--- config.mk ---
export PLATFORM = sky130hd
export DESIGN_NAME = screen_ctrl_fsm
export DESIGN_NICKNAME = d
export VERILOG_FILES = /design/src/rtl/screen_pkg.sv /design/src/rtl/mouse_click_edge.sv /design/src/rtl/screen_ctrl_fsm.sv
export SDC_FILE = /design/constraint.sdc
export NUM_CORES = 1
export LEC_CHECK = 0
export CORE_ASPECT_RATIO = 0.9
export CORE_UTILIZATION = 25
export CTS_CLUSTER_DIAMETER = 60
export CTS_CLUSTER_SIZE = 10
export DETAILED_ROUTE_END_ITERATION = 16
export PLACE_DENSITY = 0.43
export SETUP_SLACK_MARGIN = 0.15
export SLEW_MARGIN = 20
export SYNTH_ARGS = -nofsm -noshare
export SYNTH_HDL_FRONTEND = slang
export SYNTH_HIERARCHICAL = 1
export SYNTH_SLANG_ARGS = --single-unit
--- constraint.sdc ---
create_clock -name clk -period 3.3 [get_ports clk]
set_clock_uncertainty 0.2 [all_clocks]
set_input_delay 0.495 -clock clk [delete_from_list [all_inputs] [get_ports clk]]
set_output_delay 0.495 -clock clk [all_outputs]
set_load 0.01 [all_outputs]
--- src/rtl/screen_pkg.sv ---
// Shared screen encoding and default button geometry for the screen controller.
package screen_pkg;

    localparam int STATE_W = 4;

    typedef enum logic [STATE_W-1:0] {
        SCR_START = 4'b0001,
        SCR_GAME  = 4'b0010,
        SCR_PAUSE = 4'b0100,
        SCR_END   = 4'b1000
    } screen_t;

    localparam int DEF_BTN_X  = 352;
    localparam int DEF_BTN_W  = 96;
    localparam int DEF_BTN_H  = 32;
    localparam int DEF_BTN0_Y = 200;
    localparam int DEF_BTN1_Y = 300;

endpackage

--- src/rtl/mouse_click_edge.sv ---
// Registered rising-edge detector for one mouse button; one-cycle click per press.
module mouse_click_edge (
    input  logic clk,
    input  logic rst_n,
    input  logic btn_i,
    output logic click_o
);

    logic btn_q;

    // History resets high so a button held through reset release is not a click.
    always_ff @(posedge clk or negedge rst_n) begin
        if (!rst_n) begin
            btn_q <= 1'b1;
        end else begin
            btn_q <= btn_i;
        end
    end

    assign click_o = btn_i & ~btn_q;

endmodule

--- src/rtl/screen_ctrl_fsm.sv ---
// START/GAME/PAUSE/END screen sequencer with button hit test and game timer.
// Optional post-transition click lockout: define SCREEN_CTRL_LOCKOUT_EN.
module screen_ctrl_fsm
    import screen_pkg::*;
#(
    parameter int XW          = 12,
    parameter int YW          = 12,
    parameter int BTN_X       = DEF_BTN_X,
    parameter int BTN_W       = DEF_BTN_W,
    parameter int BTN_H       = DEF_BTN_H,
    parameter int BTN0_Y      = DEF_BTN0_Y,
    parameter int BTN1_Y      = DEF_BTN1_Y,
    parameter int CLK_HZ      = 65_000_000,
    parameter int GAME_SEC    = 60,
    parameter int SEC_W       = 8,
    parameter int LOCKOUT_CYC = 1024
) (
    input  logic               clk,
    input  logic               rst_n,
    input  logic               mouse_left,
    input  logic               mouse_right,
    input  logic [XW-1:0]      xpos,
    input  logic [YW-1:0]      ypos,
    input  logic               game_over,
    output logic [STATE_W-1:0] state_bin,
    output logic               state_chg,
    output logic [SEC_W-1:0]   sec_cnt
);

    localparam int PW = (CLK_HZ > 1) ? $clog2(CLK_HZ) : 1;
    localparam logic [PW-1:0] PRESC_MAX = PW'(CLK_HZ - 1);

    // Bounds carry one extra bit so BTN_X+BTN_W cannot wrap.
    localparam logic [XW:0] X_LO  = (XW+1)'(BTN_X);
    localparam logic [XW:0] X_HI  = (XW+1)'(BTN_X + BTN_W);
    localparam logic [YW:0] Y0_LO = (YW+1)'(BTN0_Y);
    localparam logic [YW:0] Y0_HI = (YW+1)'(BTN0_Y + BTN_H);
    localparam logic [YW:0] Y1_LO = (YW+1)'(BTN1_Y);
    localparam logic [YW:0] Y1_HI = (YW+1)'(BTN1_Y + BTN_H);

    screen_t          state_q, state_d;
    logic             chg_q;
    logic [PW-1:0]    presc_q, presc_d;
    logic [SEC_W-1:0] sec_q, sec_d;

    logic lclick_raw, rclick_raw;
    logic lclick, rclick;
    logic click_en;
    logic hit0, hit1, in_x;
    logic expire;
    logic [XW:0] x_ext;
    logic [YW:0] y_ext;

    mouse_click_edge u_left_edge (
        .clk     (clk),
        .rst_n   (rst_n),
        .btn_i   (mouse_left),
        .click_o (lclick_raw)
    );

    mouse_click_edge u_right_edge (
        .clk     (clk),
        .rst_n   (rst_n),
        .btn_i   (mouse_right),
        .click_o (rclick_raw)
    );

    assign x_ext = {1'b0, xpos};
    assign y_ext = {1'b0, ypos};
    assign in_x  = (x_ext >= X_LO) && (x_ext <= X_HI);
    assign hit0  = in_x && (y_ext >= Y0_LO) && (y_ext <= Y0_HI);
    assign hit1  = in_x && (y_ext >= Y1_LO) && (y_ext <= Y1_HI);

`ifdef SCREEN_CTRL_LOCKOUT_EN
    localparam int LW = (LOCKOUT_CYC > 1) ? $clog2(LOCKOUT_CYC) : 1;

    logic [LW-1:0] lock_q, lock_d;

    always_comb begin
        lock_d = lock_q;
        if (state_d != state_q) begin
            lock_d = LW'(LOCKOUT_CYC - 1);
        end else if (lock_q != '0) begin
            lock_d = lock_q - 1'b1;
        end
    end

    always_ff @(posedge clk or negedge rst_n) begin
        if (!rst_n) begin
            lock_q <= '0;
        end else begin
            lock_q <= lock_d;
        end
    end

    assign click_en = (lock_q == '0);
`else
    // Lockout length has no effect without the lockout counter.
    logic [31:0] unused_lockout_cyc;
    assign unused_lockout_cyc = LOCKOUT_CYC;
    assign click_en = 1'b1;
`endif

    assign lclick = lclick_raw & click_en;
    assign rclick = rclick_raw & click_en;
    assign expire = (GAME_SEC != 0) && (sec_q == SEC_W'(GAME_SEC)) && (presc_q == '0);

    always_comb begin
        state_d = state_q;
        case (state_q)
            SCR_START: begin
                if (lclick && (hit0 || hit1)) state_d = SCR_GAME;
            end
            SCR_GAME: begin
                if (game_over)   state_d = SCR_END;
                else if (expire) state_d = SCR_END;
                else if (rclick) state_d = SCR_PAUSE;
            end
            SCR_PAUSE: begin
                if (rclick)              state_d = SCR_GAME;
                else if (lclick && hit0) state_d = SCR_START;
            end
            SCR_END: begin
                if (lclick && hit0)      state_d = SCR_START;
                else if (lclick && hit1) state_d = SCR_GAME;
            end
            default: state_d = SCR_START;
        endcase
    end

    // Timer runs only in GAME; a fresh game or return to START clears it.
    always_comb begin
        presc_d = presc_q;
        sec_d   = sec_q;
        if (state_q == SCR_GAME) begin
            if (presc_q == PRESC_MAX) begin
                presc_d = '0;
                if (sec_q != '1) sec_d = sec_q + 1'b1;
            end else begin
                presc_d = presc_q + 1'b1;
            end
        end
        if ((state_d == SCR_GAME) && ((state_q == SCR_START) || (state_q == SCR_END))) begin
            presc_d = '0;
            sec_d   = '0;
        end
        if ((state_d == SCR_START) && (state_q != SCR_START)) begin
            presc_d = '0;
            sec_d   = '0;
        end
    end

    always_ff @(posedge clk or negedge rst_n) begin
        if (!rst_n) begin
            state_q <= SCR_START;
            chg_q   <= 1'b0;
            presc_q <= '0;
            sec_q   <= '0;
        end else begin
            state_q <= state_d;
            chg_q   <= (state_d != state_q);
            presc_q <= presc_d;
            sec_q   <= sec_d;
        end
    end

    assign state_bin = state_q;
    assign state_chg = chg_q;
    assign sec_cnt   = sec_q;

endmodule

* Yosys cells after proc, flatten, opt, wreduce, memory -nomap -nowiden
Index checks and enable logic that the tools add are counted.
** Operators by class
- $add $sub $neg :: 2
- $lt $le $gt $ge :: 6
- Eq/ne operators :: 11
- Muxes and demuxes :: 18
- Bitwise operators :: 4
- Reductions and logical operators :: 18
** Operators with widths (number)
- $mux W26 :: 4
- $mux W8 :: 5
- $mux W4 :: 8
- $add A26 B1 Y26 const B :: 1
- $eq A26 B26 Y1 const B :: 1
- $logic_not A26 Y1 :: 1
- $ge A12 B9 Y1 const B :: 2
- $le A12 B9 Y1 const B :: 2
- $pmux W4 S4 :: 1
- $ge A12 B8 Y1 const B :: 1
- $le A12 B8 Y1 const B :: 1
- $logic_and A1 B1 Y1 :: 11
- $reduce_bool A3 Y1 :: 3
- $add A8 B1 Y8 const B :: 1
- $eq A4 B1 Y1 const B :: 2
- $eq A4 B2 Y1 const B :: 2
- $eq A8 B6 Y1 const B :: 1
- $ne A8 B8 Y1 const B :: 1
- $eq A4 B3 Y1 const B :: 1
- $eq A4 B4 Y1 const B :: 1
- $ne A4 B1 Y1 const B :: 1
- $ne A4 B4 Y1 :: 1
- $reduce_and A3 Y1 :: 1
- $and A1 B1 Y1 :: 2
- 2 further kinds :: 4
** Storage, ports and cells
- Bits in registers :: 41
- Input port bits :: 29
- Output and inout bits :: 13
- Logic and storage cells :: 65

* Logic depth before layout (Yosys ltp)
Gate-level depths: netlist (run 1).
- Depth in word-level cells :: 12
- Depth in mapped cells :: 10

* Cells and area by module
Netlist (run 1), hierarchy kept.
** Modules (own cells, without submodules)
- screen_ctrl_fsm :: instances 1, cells an instance 288, area an instance 2705.1 um^2, sequential area each 977.2 um^2
- mouse_click_edge :: instances 2, cells an instance 2, area an instance 40.0 um^2, sequential area each 26.3 um^2

* Worst setup path before layout (run 1)
OpenSTA, ideal clock, no wires.
- Path kind :: input-to-reg
- From :: input xpos[3]
- To :: register presc_q[11]
- Arrival :: 2.216 ns
- Setup slack :: 0.740 ns
- Stages :: 7
- Buffers on the path :: 1
- Cell sequence :: or4b_1 > nor4_2 > o211ai_2 > or4_4 > o21ai_4 > buf_8 > a21oi_2
** On the way
- Word-level cells in the longest chain between the ends :: 12
- Elaborated cells between the ends (all ways) :: 24
** RTL lines
- start, declared :: RTL line screen_ctrl_fsm.sv:22 : input logic [XW-1:0] xpos,
- $ge A12 B9 Y1 / $le A12 B9 Y1 (equally long branches) :: RTL line screen_ctrl_fsm.sv:70 : assign in_x = (x_ext >= X_LO) && (x_ext <= X_HI);
- $logic_and A1 B1 Y1 (*) :: RTL line screen_ctrl_fsm.sv:70
- $logic_and A1 B1 Y1 (on tied branches) (2 in a row) :: RTL line screen_ctrl_fsm.sv:72, screen_ctrl_fsm.sv:71
- $logic_and A1 B1 Y1, or another cell as far along :: RTL line screen_ctrl_fsm.sv:125 : else if (lclick && hit1) state_d = SCR_GAME;
- $mux W4, or another cell as far along :: RTL line screen_ctrl_fsm.sv:125
- $mux W4 (on tied branches) :: RTL line screen_ctrl_fsm.sv:124, screen_ctrl_fsm.sv:112, screen_ctrl_fsm.sv:120
- $pmux W4 S4 (*) :: RTL line screen_ctrl_fsm.sv:110 : case (state_q)
- $eq A4 B2 Y1 :: RTL line screen_ctrl_fsm.sv:143 : if ((state_d == SCR_GAME) && ((state_q == SCR_START) || (state_q == SCR_END))) begin
- $logic_and A1 B1 Y1 :: RTL line screen_ctrl_fsm.sv:143
- $mux W26 :: RTL line screen_ctrl_fsm.sv:143
- $mux W26 :: RTL line screen_ctrl_fsm.sv:147 : if ((state_d == SCR_START) && (state_q != SCR_START)) begin
- end signal, assigned :: RTL line screen_ctrl_fsm.sv:162 : presc_q <= presc_d;
- end, declared :: RTL line screen_ctrl_fsm.sv:43 : logic [PW-1:0] presc_q, presc_d;
Mark *: on every way between the ends. The rest lies on a longest branch, timed or not.
A chain may end at the register's enable or synchronous reset.

* Final worst setup path (run 1)
- From :: input xpos[7]
- To :: register sec_q[7], in the netlist sec_cnt[7]
** On the way
- Word-level cells in the longest chain between the ends :: 12
- Elaborated cells between the ends (all ways) :: 27
** RTL lines
- $ge A12 B9 Y1 / $le A12 B9 Y1 (equally long branches) :: RTL line screen_ctrl_fsm.sv:70
- $logic_and A1 B1 Y1 (*) :: RTL line screen_ctrl_fsm.sv:70
- $logic_and A1 B1 Y1 (on tied branches) (2 in a row) :: RTL line screen_ctrl_fsm.sv:72, screen_ctrl_fsm.sv:71
- $logic_and A1 B1 Y1, or another cell as far along :: RTL line screen_ctrl_fsm.sv:125
- $mux W4, or another cell as far along :: RTL line screen_ctrl_fsm.sv:125
- $mux W4 (on tied branches) :: RTL line screen_ctrl_fsm.sv:124, screen_ctrl_fsm.sv:112, screen_ctrl_fsm.sv:120
- $pmux W4 S4 (*) :: RTL line screen_ctrl_fsm.sv:110
- $eq A4 B2 Y1 / $eq A4 B1 Y1 (equally long branches) :: RTL line screen_ctrl_fsm.sv:143, screen_ctrl_fsm.sv:147
- $logic_and A1 B1 Y1 (on tied branches) :: RTL line screen_ctrl_fsm.sv:143, screen_ctrl_fsm.sv:147
- $reduce_bool A3 Y1 (no line) / $mux W8 (equally long branches)
- $reduce_and A3 Y1 (no line) / $mux W8 (equally long branches)
- end signal, assigned :: RTL line screen_ctrl_fsm.sv:158 : sec_q <= '0;
- end signal, assigned :: RTL line screen_ctrl_fsm.sv:163 : sec_q <= sec_d;
- end, declared :: RTL line screen_ctrl_fsm.sv:44 : logic [SEC_W-1:0] sec_q, sec_d;
Marks and branches as above.

==> results.md, run 1 <==
* P_sw at 0.000333 W
* Sequential cell area fraction in the yosys report at 37.0%
* R2r startpoint: presc_q[13]
* Synth Flop Type: dfrtp_1
* Largest net degree at the start of global routing at 42
* Crit end category: flip-flop
* Worst slew margin at 67.9%
* Avg Cell Area, Syn at approximately 9.5 µm²
* Post-synth cell types at 61
* Detailed placement HPWL at 5110 µm
* WHS Path Cells at 2
* TritonCTS Buffers at 5
* DRC viols at 0
* Yosys warnings at 6
* Reg2reg path depth at 7
* Highest clock rate at 359 MHz
* Row count at 36
* Largest family of logic cells by synthesized area: simple AND/OR/NAND/NOR gates
* Top-count cell post-synth: dfrtp_1
* WP data required at 3.26 ns
* Setup TNS at 0 ns
* H-tree depth at 2
* Root buf cell: clkbuf_16
* Total global routing overflow at 0
* Skew-Pair Late Insertion Delay at 0.28 ns
* Crit path max-delay cell type: or4_4
* Post-CTS setup buffers at 0
* Max_cap viols at 0
* CP Launch Type: primary input
* Top cells by count, synth: 38 x dfrtp_1, 26 x nand2_1, 20 x a21oi_2, 20 x nor2_1, 16 x xor2_1
* CTS Buffer Depth at 2
* DRT Pass-1 Iters at 4
* Max Transition Viols Final at 0
* Global-route wire length before repair at 11,700 µm
* Worst-margin pin slew at 0.478 ns
* Final Util at between 30% and 40%
* Gr usage total at about an eighth
* Synthesized cell area at 0.00279 mm²
* Arrival time of the worst setup path at 2.74 ns
* Clk sinks at 41
* Fraction of synthesized cell area in xor and xnor cells at 9.12%
* Async SR Flop Fraction at 100%
* Core Footprint at 0.0109 mm²
* Synth top area cells: dfrtp_1 34%, a21oi_2 6.3%, xor2_1 5.0%
* Sw Share at 24.9%
* VDD IR max at 0.200 mV
* Hold-fix buffer count after cts at 0
* IO buf count at a little over 40
* Synth Area in Adders at 1.80%
* Int Power at 0.00101 W
* Synth-to-Final Area Change at 26.9%
* Post-synth EDFFs at 0
* P per Cell Area at 379 mW/mm²
* Synth Register Bits at 41
* Vias per cell at 4.67
* Outcome: complete, no violations
* CP cell instances: clkdlybuf4s50_1 > or4b_1 > nor4_2 > o211ai_2 > or4_4 > o21ai_4 > buf_12 > a21oi_2
* Final Cycle Share at between 80% and 90%
* Syn nets at 325
* Initial DRC count at 96
* Synth Area in Compound Gates at 16.7%
* Die area at 0.0116 mm²
* DIE WIDTH at 113 µm
* Final WL at just under 7000 µm
* N_diodes at 0
* Initial antenna violation count at 0
* Vias in the first global route at 2,262
* Final Setup Violations at 0
* Post-Synth Simple-Gate Area at 29.4%
* Critical path startpoint: xpos[7]
* Boundary Pins at 42
* Cell taking the most area after synthesis: dfrtp_1
* PostCTS Resize Cnt at 0
* Syn Inst Count at a little under 300
* Worst hold start: presc_q[19]
* Post-synth top area share at 34.1%
* Die Ht at 102 µm
* Post-layout min period at 2.79 ns
* Logic pwr share at 14.8%
* Sequential Power Share at between 40% and 50%
* Hold Vio Cnt, Final at 0
* Mux contribution to synthesized area at less than 1%
* Critical path peak fanout at 20
* CTS tree: built
* Hold crit path type: flip-flop to flip-flop
* Nets at 369
* Clk slew on worst S/H paths at about 0.060 ns
* Avg WL per Cell at 14.2 µm
* Clk pwr share at 41.7%
* CP peak stage delay at 0.58 ns
* Leak pwr at 1.41 nW
* Crit Path Category: primary input to flip-flop
* DRT antenna net count at 0
* Final GP Congestion at 0.750
* Fraction of layout cells with a size suffix above 1 at 19.9%
* Starting density of the core at 25.7%
* Via count at 2,285
* RSZ-0062 raised after global routing: no
==> layout make-up <==
| cell class | instances | area [µm²] |
|---|---|---|
| inverter | 14 | 52.6 |
| clock buffer | 6 | 129 |
| multi-input combinational | 227 | 1610 |
| sequential | 41 | 1030 |
| clock inverter | 2 | 35.0 |
| timing repair buffer | 47 | 490 |
| tap | 152 | 190 |
| fill | 1127 | 7320 |
==> sequential cells by signal, indices dropped and copies added, names as in the netlist <==
name	count
u_left_edge/btn_q	1
state_chg	1
sec_cnt	8
presc_q	26
u_right_edge/btn_q	1
state_bin	4
==> worst paths after layout <==
check	slack [ns]	end
worst max-delay path	0.51	sec_cnt[7]
max in group asynchronous	1.92	state_bin[0]
worst min-delay path	0.39	presc_q[19]
worst min register to register	0.39	presc_q[19]
min in group asynchronous	0.44	sec_cnt[3]
worst max register to register	0.60	sec_cnt[3]
==> power by group through the flow <==
stage | Clock, W | Sequential (W) | Combinational, W
3_3_place_gp | 0 | 0.000591 | 0.000197
4_1_cts | 0.000575 | 0.000582 | 0.000200
2_1_floorplan | 0 | 0.000585 | 0.0000935
5_1_grt | 0.000600 | 0.000588 | 0.000221
6_report | 0.000557 | 0.000582 | 0.000199
3_5_place_dp | 0 | 0.000591 | 0.000199
==> critical path, delay by kind of cell <==
kind	cells	cell delay [ns]
AOI/OAI and AO/OA	3	0.35
buffers and inverters	2	0.70
and+or+nand+nor	3	1.20
==> metal layers <==
metal  track usage, %  part of all wire [%]  vias to the layer above
met5                0                     0                        -
met4             2.73                  0.78                        0
met3             2.97                   3.6                        6
met2             21.9                    46                       46
met1             17.3                    50                     1101
li1                 -                     -                     1132
==> placed cells by master, fill, tap and decap left out, types with 3 or more instances in the layout <==
cell             synthesis  layout
a21oi_1                  7       7
a21oi_2                 20      20
and2_1                   3       3
and3_1                   7       7
and4_1                   5       5
buf_12                   1       3
clkbuf_16                0       5
clkdlybuf4s50_1          0      40
dfrtp_1                 38      38
dfstp_2                  3       3
ha_1                     4       4
inv_1                   14      14
nand2_1                 26      26
nand2b_1                 4       4
nand3_1                 13      13
nand4_1                 10      10
nor2_1                  20      20
nor2_2                  10      10
nor3_1                  11      11
o21ai_0                  9       9
xnor2_1                 13      13
xor2_1                  16      16
==> kinds of logic (layout without fill, tap and decap cells) <==
logic type                 count (synthesis)  after routing
adders and majority gates                  4              4
muxes                                      2              2
DFF                                       41             41
AOI/OAI and AO/OA                         57             57
and+or+nand+nor                          135            135
buffers and inverters                     24             69
xor gates and xnor gates                  29             29
==> metrics by stage <==
step / power, W / area [µm²] / std cells / worst slack, ns / hold WS [ns]
5_1_grt: 0.00141 / 3530 / 489 / 0.403 / 0.424
6_report: 0.00134 / 3530 / 489 / 0.514 / 0.389
3_5_place_dp: 0.000791 / 3340 / 479 / 0.196 / 0.370
2_1_floorplan: 0.000679 / 2790 / 292 / 0.740 / -0.000591
4_1_cts: 0.00136 / 3500 / 487 / 0.494 / 0.213
3_3_place_gp: 0.000789 / 3340 / 479 / 0.216 / 0.363
(Power assumes the default switching activity.)
==> run 2, diff against run 1 <==
Clock period 3.3 ns to 2.7 ns, I/O delays scaled along.
==> run 2 against run 1 <==
  * Sequential share of layout area fell by 2.4 points
  * Non-clock buffer count rose by 29
  * Hold slack got worse by 0.044 ns
  * Worst setup slack got worse by 0.42 ns
  * Sequential power rose by 20%
  * Wire length rose by 4.9%
  * Global-route usage rose by 0.081 points
  * Sequential cell count did not move
  * Largest power group is now clock
==> results.md, run 2 (same netlist as run 1, synthesis figures left out) <==
* Crit Path Category: flip-flop to flip-flop
* CTS Buffer Depth at 2
* Vias in the first global route at approximately 2,400
* WP data required at 2.72 ns
* Hold slack final at 0.344 ns
* Core Footprint at ~0.011 mm²
* CP cell instances: or4_4 > nor4_4 > a41o_2 > nand2_2 > o31ai_2 > buf_4 > o21ai_4 > buf_6 > buf_12 > a21oi_2
* Setup TNS at 0 ns
* Skew-Pair Late Insertion Delay at 0.29 ns
* Hold crit path type: primary input to asynchronous set/reset pin
* Max_cap viols at 0
* Starting density of the core at 25.7%
* Commonest non-fill, non-tap cells in the layout: 38 x dfrtp_1, 35 x clkdlybuf4s50_1, 26 x buf_4
* DRT Pass-1 Iters at 4
* Most common cell after layout, fill and taps aside: dfrtp_1
* Bufs and invs on worst path at 3
* Final GP Congestion at roughly 0.75
* Die area at 0.0116 mm²
* Final WL at 7260 µm
* Placed Area at 0.00350 mm²
* Avg WL per Cell at 14.0 µm
* DRT antenna net count at 0
* Reg2reg path depth at 10
* Hold Vio Cnt, Final at 0
* Boundary Pins at between 40 and 50
* CP peak stage delay at 0.55 ns
* Vias per cell at 4.63
* N_diodes at 0
* Total global routing overflow at 0
* Final Cycle Share at 96.4%
* Reg2Reg Setup Slack at 0.1 ns
* Finished Cell Area at 0.00386 mm²
* CTS tree: built
* IO buf count at 41
* Largest net degree at the start of global routing at 30
* Row count at 36
* Crit end category: flip-flop
* RSZ-0062 raised after global routing: yes
* Crit path max-delay cell type: or4_4
* Outcome: complete, no violations
* Max FFs per register at 26
* Largest Register: presc_q
* Clk sinks at between 40 and 50
* Arrival time of the worst setup path at 2.62 ns
* Fraction of layout cells with a size suffix above 1 at 28.4%
* DIE WIDTH at 113 µm
* Initial DRC count at 116
* Via count at about 2,400
* Initial antenna violation count at 0
* Nets at between 300 and 400
* Die Ht at 102 µm
* VDD IR max at 0.319 mV
* Worst slew margin at roughly 68%
* FF-to-FF End: sec_cnt[5]
* Worst path top cell family by delay: simple AND/OR/NAND/NOR gates
* Max Transition Viols Final at 0
* Synth-to-Final Area Change at 38.5%
* Gr usage total at 13.1%
* FILL cells at 1,140
* Detailed placement HPWL at 5360 µm
* DRC viols at 0
* Clk slew on worst S/H paths at ~0.06 ns
* FF/Latch Area at 0.00103 mm²
* P per Cell Area at 458 mW/mm²
* Critical path peak fanout at 9
* H-tree depth at 2
* Global-route wire length before repair at ~12,000 µm
* Leak pwr at about 1.6 nW
* Post-layout min period at 2.60 ns
* TritonCTS Buffers at 5
* Worst-margin pin slew at 0.474 ns
* Final Util at approximately 36%
* CP Launch Type: flip-flop
* Final Setup Violations at 0
* Area of the multi-input gates at about 0.0017 mm²
* Highest clock rate at 384 MHz
* Root buf cell: clkbuf_16
* R2r startpoint: presc_q[13]
-- run 2: changes by cell type in the layout (fill, tap and decap cells not counted), sizes merged --
cell,before,now
clkdlybuf4s50,40,35
bufinv,1,2
clkbuf,6,5
dlygate4sd2,0,2
buf,6,35
clkdlybuf4s15,0,3
-- run 2: worst max path at each step --
stage / start / endpoint / slack [ns] / cells past startpoint
finish: presc_q[13] / sec_cnt[5] / 0.1 / 10
global route: presc_q[13] / sec_cnt[0] / 0.02 / 10
CTS: presc_q[10] / presc_q[18] / 0.09 / 8
detailed placement: xpos[7] / sec_cnt[3] / -0.24 / 8
global placement: xpos[3] / sec_cnt[3] / -0.23 / 8
floorplan: xpos[3] / presc_q[11] / 0.23 / 7
-- run 2: metal layers --
layer | track usage, % | wire length [µm] | vias up
met4 | 3.34 | 69 | 0
met2 | 23.3 | 3520 | 52
met1 | 16.6 | 3380 | 1147
met5 | 0 | 0 | -
li1 | - | - | 1189
met3 | 2.25 | 293 | 9
-- run 2: what timing repair did --
| action | CTS | global route |
|---|---|---|
| pin swaps | 1 | 26 |
| hold endpoints to repair | 10 | 0 |
| gates resized for setup | 12 | 11 |
| hold buffers | 1 | 0 |
| setup buffers | 4 | 5 |
| setup endpoints to repair | 35 | 35 |
| gates cloned | 1 | 0 |
-- run 2: cell type report --
type                       count  share of cell area [%]
sequential                    41                    26.7
multi-input combinational    227                    42.9
inverter                      14                    1.36
clock buffer                   5                    3.24
timing repair buffer          76                    19.2
clock inverter                 3                    1.69
tap                          152                    4.93
-- run 2: report_power, final --
part           internal [W]  leakage [nW]  switching (W)  total [W]
registers          0.000654         0.553      0.0000415   0.000696
clock network      0.000528        0.0938       0.000255   0.000784
logic              0.000159         0.939       0.000128   0.000286
-- run 2: through the flow --
step / setup slack [ns] / instances / power (W)
after global placement: -0.231 / 499 / 0.000986
after CTS: 0.0920 / 513 / 0.00178
final: 0.0963 / 518 / 0.00177
after floorplan: 0.230 / 292 / 0.000830
after global routing: 0.0156 / 518 / 0.00184
after detailed placement: -0.245 / 499 / 0.000987
==> run 3, diff against run 2 <==
Settings changed: GPL_TIMING_DRIVEN set to 1, SLEW_MARGIN 20 to unset.
==> results of run 3 <==
No change in the layout: final DEF, timing and power equal those of run 2.
